==> src/rtl/calc_pkg.sv <==
// Shared definitions for the calculator front end: key codes, entry states,
// default operand width and a key-classification helper.
package calc_pkg;

   localparam int OP_W_DEF = 8;
   localparam int KEY_W    = 5;

   localparam logic [KEY_W-1:0] KEY_ENTER = 5'h10;
   localparam logic [KEY_W-1:0] KEY_CLEAR = 5'h11;
   localparam logic [KEY_W-1:0] KEY_BKSP  = 5'h12;

   typedef enum logic [1:0] {
      S_A   = 2'd0,
      S_B   = 2'd1,
      S_OUT = 2'd2
   } state_t;

   // Hex digits occupy 0x00-0x0F, so bit 4 clear marks a digit key.
   function automatic logic key_is_digit(input logic [KEY_W-1:0] code);
      return (code[KEY_W-1] == 1'b0);
   endfunction

endpackage

==> src/rtl/digit_accum.sv <==
// Working register and digit counter shared by the A and B entry phases.
// Shifts hex digits in at the LSB end, saturates when full, backspaces toward empty.
module digit_accum
   import calc_pkg::*;
#(
   parameter int OP_W  = OP_W_DEF,
   parameter int NDIG  = OP_W / 4,
   parameter int CNT_W = $clog2(NDIG + 1)
) (
   input  logic             clk,
   input  logic             rst_n,
   input  logic             i_shift,
   input  logic [3:0]       i_digit,
   input  logic             i_bksp,
   input  logic             i_clear,
   output logic [OP_W-1:0]  o_work,
   output logic [CNT_W-1:0] o_count,
   output logic             o_full,
   output logic             o_empty
);

   logic [OP_W-1:0]  r_work;
   logic [CNT_W-1:0] r_count;
   logic             w_full;
   logic             w_empty;

   assign w_full  = (r_count == CNT_W'(NDIG));
   assign w_empty = (r_count == '0);

   // NOTE: state registers use non-blocking assignments so every flop samples
   // pre-edge values and simulation matches the synthesized hardware.
   always_ff @(posedge clk or negedge rst_n) begin
      if (!rst_n) begin
         r_work  <= '0;
         r_count <= '0;
      end else if (i_clear) begin
         r_work  <= '0;
         r_count <= '0;
      end else if (i_shift && !w_full) begin
         r_work  <= {r_work[OP_W-5:0], i_digit};
         r_count <= r_count + 1'b1;
      end else if (i_bksp && !w_empty) begin
         r_work  <= r_work >> 4;
         r_count <= r_count - 1'b1;
      end
   end

   assign o_work  = r_work;
   assign o_count = r_count;
   assign o_full  = w_full;
   assign o_empty = w_empty;

endmodule

==> src/rtl/operand_entry.sv <==
// Keypad operand capture: digits build A then B, which are offered downstream
// on a valid/ready handshake. Optional key_err output under OPERAND_ENTRY_KEY_ERR_EN.
module operand_entry
   import calc_pkg::*;
#(
   parameter int OP_W = OP_W_DEF
) (
   input  logic            clk,
   input  logic            rst_n,
   input  logic            key_valid,
   input  logic [4:0]      key_code,
   output logic [OP_W-1:0] a,
   output logic [OP_W-1:0] b,
   output logic            operands_valid,
   input  logic            operands_ready,
   output logic [OP_W-1:0] disp,
   output logic            entry_sel,
`ifdef OPERAND_ENTRY_KEY_ERR_EN
   output logic            key_err,
`endif
   output logic            busy
);

   localparam int NDIG  = OP_W / 4;
   localparam int CNT_W = $clog2(NDIG + 1);

   state_t           r_state;
   logic [OP_W-1:0]  r_a;
   logic [OP_W-1:0]  r_b;
   logic             r_valid;

   logic [OP_W-1:0]  w_work;
   logic [CNT_W-1:0] w_count;
   logic             w_full;
   logic             w_empty;
   logic             w_editing;
   logic             w_clear;
   logic             w_shift;
   logic             w_bksp;
   logic             w_enter;
   logic             w_accum_clr;

   assign w_editing = (r_state != S_OUT);

   // Keys are qualified here so the accumulator only ever sees accepted edits.
   assign w_clear     = key_valid && (key_code == KEY_CLEAR);
   assign w_shift     = key_valid && key_is_digit(key_code) && w_editing && !w_full;
   assign w_bksp      = key_valid && (key_code == KEY_BKSP) && w_editing && !w_empty;
   assign w_enter     = key_valid && (key_code == KEY_ENTER) && w_editing && (w_count != '0);
   assign w_accum_clr = w_clear || w_enter;

   digit_accum #(
      .OP_W (OP_W)
   ) u_digit_accum (
      .clk     (clk),
      .rst_n   (rst_n),
      .i_shift (w_shift),
      .i_digit (key_code[3:0]),
      .i_bksp  (w_bksp),
      .i_clear (w_accum_clr),
      .o_work  (w_work),
      .o_count (w_count),
      .o_full  (w_full),
      .o_empty (w_empty)
   );

   always_ff @(posedge clk or negedge rst_n) begin
      if (!rst_n) begin
         r_state <= S_A;
         r_a     <= '0;
         r_b     <= '0;
         r_valid <= 1'b0;
      end else if (w_clear) begin
         // CLEAR wins over a same-cycle handshake, so no transfer happens.
         r_state <= S_A;
         r_a     <= '0;
         r_b     <= '0;
         r_valid <= 1'b0;
      end else begin
         case (r_state)
            S_A: begin
               if (w_enter) begin
                  r_a     <= w_work;
                  r_state <= S_B;
               end
            end
            S_B: begin
               if (w_enter) begin
                  r_b     <= w_work;
                  r_valid <= 1'b1;
                  r_state <= S_OUT;
               end
            end
            S_OUT: begin
               if (r_valid && operands_ready) begin
                  r_valid <= 1'b0;
                  r_state <= S_A;
               end
            end
            default: begin
               r_state <= S_A;
               r_valid <= 1'b0;
            end
         endcase
      end
   end

`ifdef OPERAND_ENTRY_KEY_ERR_EN
   logic r_key_err;

   // Any pulse that is neither CLEAR nor an accepted edit/enter was rejected.
   always_ff @(posedge clk or negedge rst_n) begin
      if (!rst_n) begin
         r_key_err <= 1'b0;
      end else begin
         r_key_err <= key_valid && !w_clear && !(w_shift || w_bksp || w_enter);
      end
   end

   assign key_err = r_key_err;
`endif

   assign a              = r_a;
   assign b              = r_b;
   assign operands_valid = r_valid;
   assign disp           = w_work;
   assign entry_sel      = (r_state == S_B);
   assign busy           = (r_state == S_OUT);

endmodule

==> config.mk <==
export PLATFORM = sky130hd
export DESIGN_NAME = operand_entry
export DESIGN_NICKNAME = d
export VERILOG_FILES = /design/src/rtl/calc_pkg.sv /design/src/rtl/digit_accum.sv /design/src/rtl/operand_entry.sv
export SDC_FILE = /design/constraint.sdc
export NUM_CORES = 1
export LEC_CHECK = 0
export CAP_MARGIN = 0
export CORE_MARGIN = 2
export CORE_UTILIZATION = 47
export DETAILED_ROUTE_END_ITERATION = 10
export GPL_TIMING_DRIVEN = 0
export MAX_ROUTING_LAYER = met4
export PLACE_DENSITY = 0.74
export SETUP_SLACK_MARGIN = 0.15
export SLEW_MARGIN = 20
export SYNTH_ARGS = -nofsm -noshare
export SYNTH_HDL_FRONTEND = slang
export SYNTH_SLANG_ARGS = --single-unit
==> constraint.sdc <==
create_clock -name clk -period 1.94 [get_ports clk]
set_input_delay 0.291 -clock clk [delete_from_list [all_inputs] [get_ports clk]]
set_output_delay 0.291 -clock clk [all_outputs]
set_load 0.005 [all_outputs]
# Yosys cells after proc, flatten, opt, wreduce, memory -nomap -nowiden
# Cells that the tools add are included.
classes:
  addsub: 2
  eq_ne: 11
  mux: 20
  bitwise_logic: 1
  reduce_logical: 27
ops:
  columns: ["cell", "n"]
  rows:
  - ["$mux 8", 8]
  - ["$eq 5x5->1 const B", 3]
  - ["$mux 2", 7]
  - ["$logic_and 1x1->1", 13]
  - ["$reduce_bool 2->1", 4]
  - ["$ne 3x1->1 const B", 2]
  - ["$pmux 2 s3", 1]
  - ["$reduce_and 3->1", 2]
  - ["$eq 2x2->1 const B", 2]
  - ["$logic_not 2->1", 2]
  - ["$ne 2x2->1 const B", 2]
  - ["$reduce_and 2->1", 2]
  - ["$mux 1", 3]
  - ["$ne 3x3->1 const B", 1]
  - ["$pmux 1 s3", 1]
  - ["$reduce_bool 3->1", 1]
  - ["$add 2x1->2 const B", 1]
  - ["$eq 2x1->1 const B", 1]
  - ["$logic_not 1->1", 2]
  - ["$sub 2x1->2 const B", 1]
  - ["$logic_or 1x1->1", 1]
  - ["$not 1->1", 1]
totals:
  ff_bits: 29
  in_bits: 9
  out_inout_bits: 27
  word_cells: 67

# Logic depth before layout (Yosys ltp)
logic_depth:
  ltp_word: 8
  mapped_depth: 6
  mapped_depth_nobuf: 4

# By module
# A second synthesis with hierarchy kept.
hier_totals:
  hier_cells: 159
  hier_area_um2: 1501.4
by_module_without_submodules:
  columns: ["module", "instances", "cells_each", "area_per_inst_um2", "seq_area_each_um2"]
  rows:
  - ["operand_entry", 1, 104, 964.7, 475.5]
  - ["digit_accum", 1, 55, 536.8, 250.2]

# Worst setup path before layout
# OpenSTA, ideal clock, no wires.
synth_timing:
  kind: "input -> register"
  startpoint: "input key_code[3]"
  endpoint: "register r_b[1] (netlist: b[1])"
  setup_time_ps: 132
  t_arrival_ps: 1446
  required_ps: 1808
  slack_ps: 362
  cell_stages: 6
  n_path_buf: 2
  cell_sequence: "nand4bb_1 -> buf_2 -> or4b_4 -> buf_6 -> mux2i_1 -> nor2_1"
synth_via:
  elab_chain_cells: 6
  word_cells_on_any_way: 10
  cone_classes: "2 x eq/ne; 1 x mux; 7 x reduce/logical"
synth_rtl:
  columns: ["item", "line_no", "source"]
  rows:
  - ["start, declared", "operand_entry.sv:11", "input logic [4:0] key_code,"]
  - ["$eq 5x5->1", "operand_entry.sv:49", "assign w_enter = key_valid && (key_code == KEY_ENTER) && w_editing && (w_count != '0);"]
  - ["$logic_and 1x1->1 (3 in series)", "operand_entry.sv:49", null]
  - ["$reduce_bool 2->1 (no source line)", null, null]
  - ["$reduce_and 2->1 (no source line)", null, null]
  - ["end signal, assigned", "operand_entry.sv:89", "r_b <= w_work;"]
  - ["end, declared", "operand_entry.sv:29", "logic [OP_W-1:0] r_b;"]
# Parallel ways exist; a longest one is shown, timed or not.
# A chain may end at the register's enable or synchronous reset.

# Final worst setup path
layout_timing:
  startpoint: "register r_state[1]"
  endpoint: "register r_state[0]"
layout_via:
  elab_chain_cells: 5
  word_cells_on_any_way: 12
  cone_classes: "6 x eq/ne; 2 x mux; 4 x reduce/logical"
layout_rtl:
  columns: ["item", "line_no", "source"]
  rows:
  - ["start, declared", "operand_entry.sv:27", "state_t r_state;"]
  - ["start signal, assigned", "operand_entry.sv:69", "r_state <= S_A;"]
  - ["start signal, assigned", "operand_entry.sv:75", "r_state <= S_A;"]
  - ["start signal, assigned", "operand_entry.sv:84", "r_state <= S_B;"]
  - ["$ne 2x2->1", "operand_entry.sv:43", "assign w_editing = (r_state != S_OUT);"]
  - ["$logic_and 1x1->1 (2 in series)", "operand_entry.sv:49", null]
  - ["$ne 3x3->1 (no source line) / $ne 3x1->1 (equally long branches)", null, null]
  - ["$reduce_and 3->1 (no source line)", null, null]
# Parallel ways exist; a longest one is shown, timed or not.

==> flow_summary_export.csv <==
group,metric,value,unit
route,dr_total_vias,1114,
final_layout,layout_commonest_cell,"dfrtp_1",
die,die_y,56.8,um
grt,grt_pass1_vias,1050,
route,dr.pass1.iters,4,
setup_path,slowest_stage,"nor4_1",
setup_path,rr_worst_depth,5,
grt,grt_util_all_layers,0.213,
setup_path,crit_family,"simple AND/OR/NAND/NOR gates",
grt,grt_max_degree,30,
power,leakagePower,0.992,nW
logic_synthesis,ys_types,27,
final_layout,drive_above_1_share,0.192,
setup_path,end_kind,"register",
sta,worst-slew-pin-transition,0.666,ns
hold_path,min_path_type,"input port to register",
place,dp_hpwl,1980,um
setup_path,start_kind,"register",
setup_path,crit_chain,"nor2b_1 > buf_4 > nor4_1 > xnor2_1 > nor3_1",
place,io_buffers,35,
logic_synthesis,yosysWarnings,0,
sta,slew_viol_final,0,
final_layout,final_cell_mix,"dfrtp_1, clkdlybuf4s50_1, nor2_1, mux2i_1, buf_4",
logic_synthesis,synth_seq_cells,29,
die,core_area,2710,um^2
setup_path,path_buf_inv,1,
clock_network,cts_buffer_depth,2,
final_layout,finalInstanceArea,1930,um^2
logic_synthesis,synth_top_family_by_area,"simple AND/OR/NAND/NOR gates",
route,vias_per_cell,5.63,
sta,period_needed,1.82,ns
clock_network,clk_latency,0.33,ns
clock_network,clkSlewWorstSetupHoldPaths,0.09,ns
setup_path,critPathMaxFanout,6,
setup_path,max_stage_delay,0.59,ns
logic_synthesis,ys_seq_area_frac,0.554,
final_layout,nets,175,
die,ioPinCount,36,
logic_synthesis,synthAdderAreaFrac,0,
route,drt-wirelength-per-cell,17.0,um
die,rows,19,
logic_synthesis,synth_compound_area_frac,0.108,
grt,grt_pass1_wl,5030,um
logic_synthesis,async_reset_ff_frac,1.00,
final_layout,n_antenna_cell,0,
place,place_congestion,0.701,
clock_network,cts_buffers,5,
setup_path,cp_num_cells,5,
grt,grt-ovfl-total,0,
hold_path,hold_depth,3,
sta,clock.fmax,550,MHz
sta,relSlewSlack,0.552,
power,p_total,1.92,mW
logic_synthesis,synth_edf_count,0,
setup_path,path_class,"register to register",
sta,finalCritPeriodShare,0.937,
logic_synthesis,synth_nets,122,
place,dp_slack,-0.293,ns
outcome,status,"finished, final reports clean",
die,initial_core_util,0.483,
setup_path,crit_arrival,2.05,ns
logic_synthesis,yosys.area_share.simple,0.169,
route,route.detailed.drc,0,
final_layout,synthToLayoutAreaGrowth,47.4,%
route,drt_iter0_markers,42,
die,die_w,56.8,um
logic_synthesis,ys.flop_type,"dfrtp_1",
place,place_area,1690,um^2
final_layout,fillers,220,
clock_network,cts_tree,"yes",
logic_synthesis,muxShareOfSynthArea,0.130,
run,cap_violations,0,
sta,setup_viol,0,
power,ir_drop,0.793,mV
setup_path,crit_required,2.17,ns
route,ant_nets,0,
die,dieArea,3220,um^2
sta,fin_ws,0.123,ns
logic_synthesis,syn_area,1310,um^2
final_layout,post-route-util,0.712,
grt,antenna_found_initial,0,
sta,finClkSkew,0.00741,ns
logic_synthesis,synth-xor-area-share,0.00669,
clock_network,htree_levels,2,
route,routed_wl,3380,um
clock_network,clock_sinks,29,
logic_synthesis,synthCells,113,
sta,finalHoldViolCount,0,
power,power_density,993,nW/um^2
logic_synthesis,avgSynthCellArea,11.6,um^2
clock_network,cts_root_buf,"clkbuf_4",
==> power by group <==
| group | leakage (nW) | total (mW) | switching [mW] | internal, mW |
|---|---|---|---|---|
| clock network | 0.0310 | 0.369 | 0.232 | 0.136 |
| logic | 0.574 | 0.627 | 0.227 | 0.400 |
| registers | 0.388 | 0.921 | 0.170 | 0.751 |
==> cells in the mapped netlist, drive strengths merged, types with 2 or more instances <==
cell type  count  area (um^2)
a22o           8         70.1
mux2i         17          170
nor4b          2         23.8
nor2b          2         12.5
inv            2         7.51
nand2          4         15.0
nor3           5         41.3
nor4           2         12.5
a21oi          3         15.0
nor2          19         71.3
clkbuf         2         7.51
dfrtp         29          726
buf            4         26.3
a21o           4         30.0
o21ai          2         10.0
==> metal layers <==
metal  vias up  routed length, um  GRT usage
met2        45               1690      0.312
met3         4                190     0.0876
met5         -                  0          -
met4         0                 24     0.0565
li1        507                  -          -
met1       558               1470      0.276
==> worst reg2reg max path, cell delays in order (launching register included) <==
cell and delay, ns:
dfrtp_1 0.43, nor2b_1 0.14, buf_4 0.15, nor4_1 0.60, xnor2_1 0.18, nor3_1 0.22
==> cell type report <==
cell class	count	area [um^2]	share of cell area
buffer	6	56.3	0.0292
multi-input combinational	76	571	0.296
clock inverter	3	17.5	0.00908
inverter	2	7.51	0.00389
timing repair buffer	46	475	0.246
tap	31	38.8	0.0201
clock buffer	5	37.5	0.0195
sequential	29	726	0.376
==> cell families after synthesis <==
family / after synthesis
buffers and inverters: 8
multiplexers: 17
XOR/XNOR: 1
AND/OR/NAND/NOR: 39
flip-flops: 29
AO/OA/AOI/OAI: 19
==> stage by stage <==
step | cells | TNS, ns | hold WS (ns)
after floorplan | 113 | 0 | -0.00459
after global placement | 179 | -5.44 | 0.488
after detailed placement | 179 | -5.99 | 0.354
after CTS | 190 | 0 | 0.507
after global routing | 198 | -0.00758 | 0.314
final | 198 | 0 | 0.314
==> sequential cells by signal, summed over array words and instances (netlist names) <==
name	count
u_digit_accum.o_work	8
r_state	2
a	8
b	8
operands_valid	1
u_digit_accum.o_count	2
==> timing repair <==
item                                   4_1_cts  5_1_grt
resized for setup                            3       17
pin swaps                                    0        2
setup endpoints to repair                   21       30
buffers inserted                             2        7
endpoints found under the hold margin       29        0
cloned                                       0        1
hold buffers                                 1        0
==> path summary, 6_finish.rpt <==
| kind | from | slack, ns | endpoint |
|---|---|---|---|
| min in group asynchronous | rst_n | 0.51 | a[6] |
| min reg2reg | b[1] | 0.53 | b[1] |
| min | key_code[3] | 0.31 | u_digit_accum.o_work[3] |
| max | r_state[1] | 0.12 | r_state[0] |
| max in group asynchronous | rst_n | 1.00 | r_state[1] |
| max reg2reg | r_state[1] | 0.12 | r_state[0] |
(Power assumes the default switching activity.)
